File: src/rtl/imem_refill_responder.sv
// I-cache line-refill responder: fixed-latency wait, then word-by-word reads from a
// synchronous imem returned as a valid/ready beat stream. Optional: IMEM_CRITICAL_WORD_FIRST_EN.
module imem_refill_responder #(
    parameter int PC_W       = 16,
    parameter int WORD_W     = 16,
    parameter int LINE_WORDS = 4,
    parameter int LATENCY    = 3
) (
    input  logic                          clk,
    input  logic                          n_rst,
    input  logic                          flush,
    input  logic                          req_valid,
    output logic                          req_ready,
    input  logic [PC_W-1:0]               req_addr,
    output logic                          mem_rd_en,
    output logic [PC_W-1:0]               mem_rd_addr,
    input  logic [WORD_W-1:0]             mem_rd_data,
    output logic                          resp_valid,
    input  logic                          resp_ready,
    output logic [WORD_W-1:0]             resp_data,
    output logic [$clog2(LINE_WORDS)-1:0] resp_beat,
    output logic                          resp_last,
    output logic                          busy
);

    localparam int OW = $clog2(LINE_WORDS);
    localparam int CW = (LATENCY > 0) ? $clog2(LATENCY + 1) : 1;

    typedef enum logic [1:0] {IDLE, WAIT, BURST} state_t;

    state_t            state, state_nxt;
    logic [PC_W-1:0]   base_q;
    logic [OW-1:0]     start_q, start_d, rd_off;
    logic [OW:0]       issue_cnt;
    logic [CW-1:0]     lat_cnt;
    logic              ready_en_q;
    logic              fresh_q;
    logic              valid_q;
    logic [WORD_W-1:0] hold_q;
    logic [OW-1:0]     beat_q;
    logic              last_q;
    logic              accept;
    logic              issue_left;
    logic              beat_done;

    always_comb begin
        start_d = '0;
`ifdef IMEM_CRITICAL_WORD_FIRST_EN
        start_d = req_addr[OW-1:0];
`endif
    end

    always_ff @(posedge clk or negedge n_rst) begin
        if (!n_rst) state <= IDLE;
        else        state <= state_nxt;
    end

    always_comb begin
        state_nxt = state;
        if (flush) begin
            state_nxt = IDLE;
        end else begin
            unique case (state)
                IDLE:    if (accept) state_nxt = (LATENCY == 0) ? BURST : WAIT;
                WAIT:    if (lat_cnt <= CW'(1)) state_nxt = BURST;
                BURST:   if (beat_done) state_nxt = IDLE;
                default: state_nxt = IDLE;
            endcase
        end
    end

    always_comb begin
        req_ready   = (state == IDLE) && ready_en_q && !flush;
        accept      = req_valid && req_ready;
        issue_left  = issue_cnt < (OW+1)'(LINE_WORDS);
        // A new read always lands in the output stage on the same edge, so it may
        // only issue when that stage is empty or being drained this cycle.
        mem_rd_en   = (state == BURST) && !flush && issue_left && (!valid_q || resp_ready);
        rd_off      = start_q + issue_cnt[OW-1:0];
        mem_rd_addr = base_q | PC_W'(rd_off);
        beat_done   = valid_q && resp_ready && last_q;
        busy        = (state != IDLE) || valid_q;
    end

    always_ff @(posedge clk or negedge n_rst) begin
        if (!n_rst) begin
            ready_en_q <= 1'b0;
            fresh_q    <= 1'b0;
            hold_q     <= '0;
            base_q     <= '0;
            start_q    <= '0;
            issue_cnt  <= '0;
            lat_cnt    <= '0;
            valid_q    <= 1'b0;
            beat_q     <= '0;
            last_q     <= 1'b0;
        end else begin
            ready_en_q <= 1'b1;
            fresh_q    <= mem_rd_en;
            if (fresh_q) hold_q <= mem_rd_data;
            if (flush) begin
                valid_q   <= 1'b0;
                beat_q    <= '0;
                last_q    <= 1'b0;
                issue_cnt <= '0;
                lat_cnt   <= '0;
            end else begin
                if (accept) begin
                    base_q    <= req_addr & ~PC_W'(LINE_WORDS - 1);
                    start_q   <= start_d;
                    issue_cnt <= '0;
                    lat_cnt   <= CW'(LATENCY);
                end else if (state == WAIT) begin
                    lat_cnt <= lat_cnt - 1'b1;
                end
                if (mem_rd_en) begin
                    valid_q   <= 1'b1;
                    beat_q    <= rd_off;
                    last_q    <= (issue_cnt == (OW+1)'(LINE_WORDS - 1));
                    issue_cnt <= issue_cnt + 1'b1;
                end else if (resp_ready) begin
                    valid_q <= 1'b0;
                end
            end
        end
    end

    // Memory output is live for one cycle after a read; afterwards the beat is
    // served from the local copy so it stays stable under backpressure.
    assign resp_valid = valid_q;
    assign resp_data  = !valid_q ? '0 : (fresh_q ? mem_rd_data : hold_q);
    assign resp_beat  = beat_q;
    assign resp_last  = last_q;

endmodule
File: config.mk
export PLATFORM = sky130hd
export DESIGN_NAME = imem_refill_responder
export DESIGN_NICKNAME = d
export VERILOG_FILES = /design/src/rtl/imem_refill_responder.sv
export SDC_FILE = /design/constraint.sdc
export NUM_CORES = 1
export LEC_CHECK = 0
export BUFFER_PORTS_ARGS = -buffer_cell sky130_fd_sc_hd__buf_2
export CELL_PAD_IN_SITES_DETAIL_PLACEMENT = 0
export CELL_PAD_IN_SITES_GLOBAL_PLACEMENT = 1
export CORE_UTILIZATION = 40
export CTS_CLUSTER_SIZE = 40
export DETAILED_ROUTE_END_ITERATION = 8
export PLACE_DENSITY = 0.87
export SETUP_SLACK_MARGIN = 0.05
export SYNTH_ARGS = -nofsm -noshare
export SYNTH_HDL_FRONTEND = slang
export SYNTH_SLANG_ARGS = --single-unit
File: constraint.sdc
create_clock -name clk -period 4.8 [get_ports clk]
set_input_delay 0 -clock clk [delete_from_list [all_inputs] [get_ports clk]]
set_output_delay 0 -clock clk [all_outputs]
set_load 0.02 [all_outputs]
==> qor.csv <==
stage,metric,value,unit
placement,portBuffers,73,
worst_setup_path,crit_path_start,state[0],
global_routing,antenna_found_initial,0,
finish,finalNetCount,280,
min_path,hp-start,flush,
floorplan,die_w,70.8,µm
cts,worstSkewPairLatency,0.29,ns
worst_setup_path,r2r_end,base_q[5],
cts,cts.reportedPaths.clkPinSlew,0.08,ns
floorplan,dieArea,5010,µm²
run_status,violations,design-rule violations,
route,drc_errors,14,
finish,synthToLayoutAreaGrowth,42.0,%
run_status,status,finished with violations,
worst_setup_path,r2r_slack,2.93,ns
sta,rsz0062_at_grt,false,
cts,clock_path_buffers,2,
pwr,pwr_density_cell,379,nW/µm²
min_path,hold_path_end,lat_cnt[0],
route,first_pass_iters,7,
global_routing,grt_max_degree,44,
finish,n_antenna_cell,0,
min_path,hold_path_depth,2,
worst_setup_path,crit_arrival,2.05,ns
logic_synthesis,syn_area,1890,µm²
route,via_count,1401,
sta,slew_violations,0,
min_path,hold_class,in2reg,
global_routing,grt_use_total,0.173,
sta,min_period,1.87,ns
global_routing,grt_pass1_vias,1457,
cts,cts_resized,0,
route,drt-total-wl,4040,µm
route,ant_nets,0,
sta,fin_setup_tns,0,ns
finish,num-fill-cells,376,
worst_setup_path,start_kind,flip-flop,
cts,cts_sinks,43,
worst_setup_path,cp.required,4.97,ns
run,maxCapViolCount,0,
finish,final_common_cell,buf_2,
sta,post-route-period-util,0.390,
floorplan,io_pins,76,
placement,hpwl,2450,µm
worst_setup_path,reg2reg_depth,3,
floorplan,start_util,0.425,
worst_setup_path,setup.worst_path.class,reg2reg,
sta,worst_pin_slew,0.943,ns
worst_setup_path,cp-end-kind,flip-flop,
route,drt_iter0_drc,43,
cts,cts_buffers,5,
pwr,power,1.02,mW
cts,cts_setup_buffers,0,
logic_synthesis,syn_inst,137,
finish,drive_above_1_share,0.506,
global_routing,overflow,0,
placement,gp_congestion,0.652,
route,via_per_inst,4.78,
finish,layout_common_cells,"73 x buf_2, 43 x dfrtp_1, 34 x mux2_2",
route,wl_per_cell,13.8,µm
cts,cts_tree,yes,
sta,fmax,534,MHz
logic_synthesis,yosysWarnings,0,
logic_synthesis,avgSynthCellArea,13.8,µm²
sta,hold_viol,0,
floorplan,die_height,70.8,µm
cts,hold_buffers,31,
floorplan,rows,24,
global_routing,grt_pass1_wl,6690,µm
logic_synthesis,yosysSeqAreaShare,0.569,
sta,relSlewSlack,0.371,
pwr,power.leakage,1.37,nW
sta,setup_viol,0,
logic_synthesis,synth.net_count,177,
cts,htreeDepth,2,
worst_setup_path,critPathMaxFanout,15,
floorplan,core_area,4440,µm²
worst_setup_path,worstReg2RegStart,state[0],
logic_synthesis,synth_cell_type_count,32,
cts,root_buffer,clkbuf_8,
sta,fin_skew,0.00451,ns
pwr,max-vdd-ir-drop,0.159,mV
logic_synthesis,ys_seq_elements,43,
sta,whs,0.0266,ns
==> registers in the layout, summed over array words and instances, names as in the netlist <==
name,flops
lat_cnt,2
ready_en_q,1
state,2
base_q,14
hold_q,16
resp_valid,1
resp_last,1
issue_cnt,3
fresh_q,1
resp_beat,2
==> worst max-delay path, stage by stage, from the launching register on <==
cell and delay (ns):
dfrtp_1 0.48, nor4b_4 0.27, and2_1 0.60, mux2_2 0.41
==> worst max path at each step <==
stage | cells past startpoint | end | slack, ns
global route | 3 | base_q[5] | 2.77
global placement | 3 | base_q[6] | 2.93
CTS | 3 | base_q[5] | 2.89
finish | 3 | base_q[5] | 2.93
floorplan | 5 | base_q[10] | 3.00
detailed placement | 3 | base_q[5] | 2.92
==> cell type report <==
type,instances,area (µm²),area share
Sequential cell,43,1080,0.401
Multi-Input combinational cell,81,749,0.279
Timing Repair Buffer,104,676,0.252
Inverter,5,18.8,0.00699
Clock buffer,8,100,0.0373
Tap cell,52,65.1,0.0242
==> synth_stat cells <==
| master | n | share of area |
|---|---|---|
| xnor2_1 | 1 | 0.0046 |
| buf_1 | 1 | 0.0020 |
| and4bb_2 | 1 | 0.0066 |
| or3b_4 | 1 | 0.0060 |
| ha_1 | 3 | 0.020 |
| nand2b_1 | 1 | 0.0033 |
| mux2i_1 | 2 | 0.011 |
| nor3_4 | 1 | 0.0086 |
| and2b_1 | 1 | 0.0040 |
| a31oi_1 | 1 | 0.0033 |
| a21o_2 | 1 | 0.0046 |
| nor2b_1 | 2 | 0.0066 |
| or3_2 | 1 | 0.0040 |
| a21boi_0 | 1 | 0.0040 |
| dfrtp_1 | 43 | 0.57 |
| nor3b_1 | 1 | 0.0040 |
| conb_1 | 1 | 0.0020 |
| and2b_2 | 1 | 0.0046 |
| clkbuf_1 | 2 | 0.0040 |
| nor4b_4 | 1 | 0.013 |
| and2_1 | 17 | 0.056 |
| inv_1 | 5 | 0.0099 |
| nor2_1 | 1 | 0.0020 |
| nand2_1 | 2 | 0.0040 |
| mux2_2 | 34 | 0.20 |
| buf_4 | 4 | 0.016 |
| a32o_1 | 1 | 0.0053 |
| a21oi_1 | 2 | 0.0053 |
| o22a_1 | 1 | 0.0046 |
| nor3_1 | 1 | 0.0026 |
| a31o_2 | 1 | 0.0046 |
| buf_2 | 1 | 0.0026 |
==> kinds of logic (layout without fill, tap and decap cells) <==
logic type | Yosys count | after routing | share of synthesized area
simple gates | 32 | 32 | 0.125
buf+inv | 13 | 117 | 0.0344
compound gates | 8 | 8 | 0.0318
flops | 43 | 43 | 0.569
other cells | 1 | 1 | 0.00198
fa+ha+maj | 3 | 3 | 0.0199
xor+xnor | 1 | 1 | 0.00463
mux | 36 | 36 | 0.213
==> power breakdown <==
group / internal [mW] / switching [mW] / total [mW]
clock network: 0.131 / 0.116 / 0.247
logic: 0.140 / 0.131 / 0.272
registers: 0.461 / 0.0375 / 0.498
total: 0.732 / 0.285 / 1.02
==> layer usage <==
metal | vias to the layer above | part of all wire | GRT usage
met5 | - | 0 | 0
met4 | 0 | 0.019 | 0.0689
met3 | 8 | 0.073 | 0.0556
met2 | 50 | 0.49 | 0.291
met1 | 674 | 0.42 | 0.208
li1 | 669 | - | -
==> metrics by stage <==
step / setup WS (ns) / area, µm² / instances / utilization
global route: 2.77 / 2690 / 293 / 0.604
global placement: 2.93 / 2270 / 254 / 0.512
floorplan: 3.00 / 1890 / 137 / -
CTS: 2.89 / 2690 / 293 / 0.604
finish: 2.93 / 2690 / 293 / 0.604
detailed placement: 2.92 / 2270 / 254 / 0.512
Note: power is estimated with default switching activity, not from simulation.
